$ cat src/rtl/seq_alu.sv
// seq_alu: handshaked, registered ALU with the 12 base operations at 1-cycle latency.
// Define SEQ_ALU_MULDIV_EN to add iterative RV32M/RV64M multiply/divide (opcodes 12-19).
module seq_alu #(
    parameter int              XLEN    = 32,
    parameter int              SHW     = $clog2(XLEN),
    parameter logic [XLEN-1:0] ERR_VAL = XLEN'(32'hDEADBEEF)
) (
    input  logic            clk,
    input  logic            rst_n,
    input  logic            in_valid,
    output logic            in_ready,
    input  logic [4:0]      aluop,
    input  logic [XLEN-1:0] opa,
    input  logic [XLEN-1:0] opb,
    output logic            out_valid,
    input  logic            out_ready,
    output logic [XLEN-1:0] aluout,
    output logic            op_err,
    output logic            busy
);

`ifdef SEQ_ALU_MULDIV_EN
    typedef enum logic [1:0] {IDLE, BUSY, DONE} state_t;
`else
    typedef enum logic [0:0] {IDLE, DONE} state_t;
`endif

    state_t          state, state_n, accept_state;
    logic            accept, is_md, md_done;
    logic [XLEN-1:0] md_result;
    logic [XLEN:0]   base_res;

    function automatic logic [XLEN:0] base_op(input logic [4:0] op, input logic [XLEN-1:0] a,
                                              input logic [XLEN-1:0] b);
        logic [XLEN-1:0] r;
        logic            err;
        err = 1'b0;
        case (op)
            5'd0:    r = (a + b) & ~XLEN'(1);
            5'd1:    r = a + b;
            5'd2:    r = a - b;
            5'd3:    r = a & b;
            5'd4:    r = a | b;
            5'd5:    r = a ^ b;
            5'd6:    r = a << b[SHW-1:0];
            5'd7:    r = a >> b[SHW-1:0];
            5'd8:    r = $unsigned($signed(a) >>> b[SHW-1:0]);
            5'd9:    r = b;
            5'd10:   r = XLEN'($signed(a) < $signed(b));
            5'd11:   r = XLEN'(a < b);
            default: begin
                r   = ERR_VAL;
                err = 1'b1;
            end
        endcase
        return {err, r};
    endfunction

    assign accept   = in_valid && in_ready;
    assign base_res = base_op(aluop, opa, opb);

`ifdef SEQ_ALU_MULDIV_EN
    localparam int CNT_W = SHW + 1;

    logic [CNT_W-1:0]  cnt;
    logic [XLEN-1:0]   hi, lo, opnd, hi_n, lo_n, diff, mag_a, mag_b;
    logic [XLEN:0]     mul_sum, rem_sh;
    logic [2*XLEN-1:0] prod;
    logic [4:0]        md_op;
    logic              neg, ge, a_neg, b_neg;

    assign is_md        = aluop inside {[5'd12:5'd19]};
    assign accept_state = is_md ? BUSY : DONE;
    assign md_done      = (state == BUSY) && (cnt == CNT_W'(1));
    assign a_neg        = (aluop inside {5'd13, 5'd14, 5'd16, 5'd18}) && opa[XLEN-1];
    assign b_neg        = (aluop inside {5'd13, 5'd16, 5'd18}) && opb[XLEN-1];
    assign mag_a        = a_neg ? -opa : opa;
    assign mag_b        = b_neg ? -opb : opb;

    // Multiply: hi accumulates, lo is the multiplier consumed LSB-first.
    // Divide: hi is the partial remainder, lo shifts dividend bits out and quotient bits in.
    always_comb begin
        mul_sum = {1'b0, hi} + (lo[0] ? {1'b0, opnd} : '0);
        rem_sh  = {hi, lo[XLEN-1]};
        diff    = rem_sh[XLEN-1:0] - opnd;
        ge      = rem_sh >= {1'b0, opnd};
        if (md_op inside {[5'd12:5'd15]}) begin
            hi_n = mul_sum[XLEN:1];
            lo_n = {mul_sum[0], lo[XLEN-1:1]};
        end else begin
            hi_n = ge ? diff : rem_sh[XLEN-1:0];
            lo_n = {lo[XLEN-2:0], ge};
        end
        prod = neg ? -{hi_n, lo_n} : {hi_n, lo_n};
        case (md_op)
            5'd12:               md_result = prod[XLEN-1:0];
            5'd13, 5'd14, 5'd15: md_result = prod[2*XLEN-1:XLEN];
            5'd16, 5'd17:        md_result = neg ? -lo_n : lo_n;
            default:             md_result = neg ? -hi_n : hi_n;
        endcase
    end

    // A zero divisor keeps the quotient positive so it stays all ones.
    always_ff @(posedge clk or negedge rst_n) begin
        if (!rst_n) begin
            cnt   <= '0;
            hi    <= '0;
            lo    <= '0;
            opnd  <= '0;
            neg   <= 1'b0;
            md_op <= '0;
        end else if (accept && is_md) begin
            cnt   <= CNT_W'(XLEN);
            md_op <= aluop;
            hi    <= '0;
            if (aluop inside {[5'd12:5'd15]}) begin
                lo   <= mag_b;
                opnd <= mag_a;
                neg  <= a_neg ^ b_neg;
            end else begin
                lo   <= mag_a;
                opnd <= mag_b;
                neg  <= (aluop inside {5'd16, 5'd17}) ? ((a_neg ^ b_neg) && (opb != '0)) : a_neg;
            end
        end else if (state == BUSY) begin
            cnt <= cnt - CNT_W'(1);
            hi  <= hi_n;
            lo  <= lo_n;
        end
    end
`else
    assign is_md        = 1'b0;
    assign accept_state = DONE;
    assign md_done      = 1'b0;
    assign md_result    = '0;
`endif

    always_ff @(posedge clk or negedge rst_n) begin
        if (!rst_n) begin
            state <= IDLE;
        end else begin
            state <= state_n;
        end
    end

    always_comb begin
        state_n = state;
        case (state)
            IDLE: if (in_valid) state_n = accept_state;
`ifdef SEQ_ALU_MULDIV_EN
            BUSY: if (cnt == CNT_W'(1)) state_n = DONE;
`endif
            DONE: if (out_ready) state_n = in_valid ? accept_state : IDLE;
            default: state_n = IDLE;
        endcase
    end

    always_comb begin
        in_ready  = 1'b0;
        out_valid = 1'b0;
        busy      = 1'b0;
        case (state)
            IDLE: in_ready = 1'b1;
`ifdef SEQ_ALU_MULDIV_EN
            BUSY: busy = 1'b1;
`endif
            DONE: begin
                out_valid = 1'b1;
                in_ready  = out_ready;
            end
            default: in_ready = 1'b0;
        endcase
    end

    always_ff @(posedge clk or negedge rst_n) begin
        if (!rst_n) begin
            aluout <= '0;
            op_err <= 1'b0;
        end else if (accept && !is_md) begin
            aluout <= base_res[XLEN-1:0];
            op_err <= base_res[XLEN];
        end else if (md_done) begin
            aluout <= md_result;
            op_err <= 1'b0;
        end
    end

endmodule
$ cat config.mk
export PLATFORM = sky130hd
export DESIGN_NAME = seq_alu
export DESIGN_NICKNAME = d
export VERILOG_FILES = /design/src/rtl/seq_alu.sv
export SDC_FILE = /design/constraint.sdc
export NUM_CORES = 1
export LEC_CHECK = 0
export BUFFER_PORTS_ARGS = -buffer_cell sky130_fd_sc_hd__buf_2
export CAP_MARGIN = 20
export CORE_MARGIN = 4
export CORE_UTILIZATION = 29
export DETAILED_ROUTE_END_ITERATION = 16
export GPL_ROUTABILITY_DRIVEN = 0
export PLACE_DENSITY = 0.54
export SLEW_MARGIN = 20
export SYNTH_ARGS = -nofsm -noshare
export SYNTH_HDL_FRONTEND = slang
export SYNTH_SLANG_ARGS = --single-unit
$ cat constraint.sdc
create_clock -name clk -period 2.1 [get_ports clk]
set_input_delay 0.42 -clock clk [delete_from_list [all_inputs] [get_ports clk]]
set_output_delay 0.42 -clock clk [all_outputs]
set_load 0.05 [all_outputs]
==> results.md <==
* Final instance area at 16,900 sq um
* Antenna violations before repair at 0
* Syn_nets at around 1.7k
* Tcrit/Tclk final at 136%
* DP Area at 14,900 sq um
* Vias in the first global route at around 14k
* Crit-path cells: buf_8 -> clkinv_8 -> ha_4 -> buf_6 -> o211ai_1 -> o211ai_1 -> a221oi_2 -> o21ai_2 -> o21a_1 -> a41oi_2 -> buf_4 -> mux2_4 -> o22ai_2 -> nand3_1
* Antenna Nets Post-Route at 0
* Port Buf Inserts at approximately 110
* Post-synth ARST share at 100%
* Area grow syn2layout at 62.2%
* Cells after Synth at 1,490
* Failing checks: setup timing
* Nets at roughly 2.2k
* Drt initial violations at between 1.5k and 2k
* CP max FO at 3
* Top_reg_cell synth: dfrtp_1
* Fin Clk Skew at around 0.0037 ns
* Worst Path Buf+Inv at 4
* CTS Buf Count at 5
* Htree depth at 2
* Pins Over Slew Limit at 0
* Detail Placement HPWL at approximately 43,000 um
* Clk pwr share at a little over an eighth
* Post-route setup TNS at -17.09 ns
* Starting Density at just under 30%
* Avg Cell Area, Syn at roughly 7.0 sq um
* Worst path arrival time at just over 3 ns
* Worst IR Drop VDD at between 0.0003 and 0.0004 V
* Yosys warns at 0
* Setup CP Type: in -> reg
* PwrDens at 369 nW/um^2
* Slew HR at 44.9%
* Fin. Hold Viols at 0
* Diode count at 0
* Number of detailed-route iterations in the first pass at 6
* Global Route Usage Sum at roughly 28%
* Top cell type's share of synthesized area at approximately 12%
* Num ports at 109
* Worst-margin pin slew at approximately 0.83 ns
* DP Worst Slack at -1.54 ns
* CTS tree: done
* Total wire length at 56,900 um
* Pin count of the biggest net entering global routing at 82
* Hold WS at slightly above 0.09 ns
* Worst Path Required at about 2.3 ns
* LEAKAGE at roughly 7.6 nW
* Share of cells above drive strength 1 at around 45%
* Run status: complete, but fails checks
* Highest clock rate at roughly 0.35 GHz
* Dominant delay contributor by cell family on the critical path: compound AO/OA/AOI/OAI gates
* Startpoint class of the critical path: primary input
* Sw Pwr at approximately 3 mW
* Cell Int Power at roughly 3.2 mW
* Setup ws final at -0.760 ns
* Switching share of power at about half
* RSZ-0062 raised after global routing: true
* Combinational share of power at 73.4%
* Wire length per cell at 23.1 um
* CTS clk-pin slew, worst paths at ~0.070 ns
* EDFF count, synth at 0
* Clock sinks at 34
* Min-Delay Path Class: in -> async
* Grt ovf at 0
* First-pass GRT wire length at 84,100 um
* Skew-Pair Late Insertion Delay at ~0.31 ns
* Cell taking the most area after synthesis: ha_1
* DRC at 0
* Die height at 197 um
* Core area at roughly 35,000 sq um
* Crit path capture type: flop
* Via density at around 5.9
* Slowest-stage cell, CP: a221oi_2
* Crit-path max cell delay at around 0.4 ns
* Sequential power share at 13.0%
* Routed via count at between 10k and 15k
* CTS Buffer Depth at 2
* Fin crit period at 2.86 ns
* FF+latch count, synth at 34
* Die X at 197 um
* Post-Syn Area at around 10,000 sq um
* Sequential share of the synthesized area at approximately 8%
* Final setup vio count at 32
* CTS root buffer: clkbuf_16
* Count of cell types in the netlist at between 80 and 90
* Most common cell type on the critical path: o211ai_1
* Final core utilization at 47.5%
* # rows at 69
* Die outline area at between 30,000 and 40,000 sq um
* Top cells by area, synth: ha_1 (12%), a21oi_1 (8.3%), dfrtp_1 (8.2%)
* # hold bufs at CTS at 0
* Max-cap violations at 0
-- cell usage in the layout (no fill, tap or decap), types with 15 or more instances in the layout --
cell / count
nand2_1: 117
inv_1: 88
nor2_1: 162
o21a_1: 16
a21oi_1: 137
o22ai_1: 15
a221oi_1: 17
a21o_1: 25
buf_4: 458
buf_2: 96
o21ai_0: 70
dfrtp_1: 34
nor3_1: 19
o211ai_1: 25
mux2i_1: 37
ha_1: 82
o21ai_1: 18
mux4_2: 29
buf_6: 37
a211oi_1: 18
a21oi_2: 30
nand3_1: 24
-- cell type report --
cell class / count / area (sq um)
Fill cell: 3448 / 18600
Clock inverter: 1 / 5.00
Clock buffer: 7 / 143
Inverter: 100 / 405
Tap cell: 461 / 577
Sequential cell: 34 / 851
Timing Repair Buffer: 622 / 4970
Multi-Input combinational cell: 1237 / 9910
-- worst paths after layout --
| path | to | slack [ns] | cells past startpoint | start |
|---|---|---|---|---|
| max | aluout[31]$_DFFE_PN0P_ | -0.76 | 14 | opb[2] |
| min | aluout[27]$_DFFE_PN0P_ | 0.09 | 1 | rst_n |
| max reg2reg | aluout[27]$_DFFE_PN0P_ | -0.03 | 9 | state$_DFF_PN0_ |
| min reg2reg | aluout[11]$_DFFE_PN0P_ | 0.49 | 1 | aluout[11]$_DFFE_PN0P_ |
| max in group asynchronous | aluout[14]$_DFFE_PN0P_ | 1.38 | 2 | rst_n |
| min in group clk | state$_DFF_PN0_ | 0.34 | 2 | in_valid |
-- metrics by stage --
step / total power, mW / cells
CTS: 5.93 / 2452
global route: 6.52 / 2462
finish: 6.23 / 2462
floorplan: 2.96 / 1490
global placement: 4.64 / 2416
detailed placement: 4.67 / 2416
-- registers in the layout (all words and copies together) (netlist names) --
register	cells
aluout	32
op_err	1
state	1
-- metal layers --
layer | global-route usage, % | part of all wire [%] | routed length [um]
met1 | 37.0 | 40 | 22800
met2 | 42.3 | 43 | 24400
met3 | 4.83 | 10 | 5680
met4 | 15.4 | 7.1 | 4030
met5 | 0 | 0 | 0
-- Yosys cell counts (17+ instances only) --
| cell type | number |
|---|---|
| mux2_2 | 21 |
| a21oi_1 | 172 |
| mux2i_1 | 45 |
| dfrtp_1 | 34 |
| buf_2 | 29 |
| a211oi_1 | 28 |
| o211ai_1 | 25 |
| nor2_1 | 180 |
| inv_1 | 99 |
| a221oi_1 | 27 |
| mux4_2 | 29 |
| o22ai_1 | 17 |
| nand3_1 | 25 |
| nand2_1 | 123 |
| clkbuf_1 | 63 |
| ha_1 | 101 |
| a21o_1 | 25 |
| o21ai_0 | 102 |
| nor3_1 | 24 |
| nor2b_1 | 19 |
-- power by group through the flow --
| stage | Combinational [mW] | Clock (mW) | Sequential (mW) |
|---|---|---|---|
| final | 4.57 | 0.852 | 0.807 |
| after global routing | 4.82 | 0.892 | 0.815 |
| after CTS | 4.26 | 0.869 | 0.804 |
| after detailed placement | 3.85 | 0 | 0.816 |
| after global placement | 3.82 | 0 | 0.813 |
| after floorplan | 1.86 | 0 | 1.10 |
-- worst register-to-register path: stages, from the launching register on --
cell	delay (ns)
dfrtp_1	0.38
nand2b_2	0.09
and2_1	0.16
nand2_1	0.16
a21oi_1	0.22
buf_4	0.18
o2111ai_1	0.15
a21oi_1	0.15
o21ai_0	0.13
o32a_1	0.38
-- logic make-up (layout without fill, tap and decap cells) --
logic type	count (synthesis)	after routing	share of synthesized area [%]
and+or+nand+nor	452	452	19.8
AOI/OAI and AO/OA	571	571	36.6
xor gates and xnor gates	15	15	1.26
DFF	34	34	8.18
adders and majority gates	103	103	12.5
other	1	1	0.0361
buffers and inverters	219	730	8.76
muxes	95	95	12.9
-- timing repair --
action	in CTS	in global routing
setup endpoints to repair	32	32
cloned	7	1
setup buffers	24	18
pin swaps	88	84
resized for setup	206	132
No activity file was read; power rests on OpenSTA's default activity.
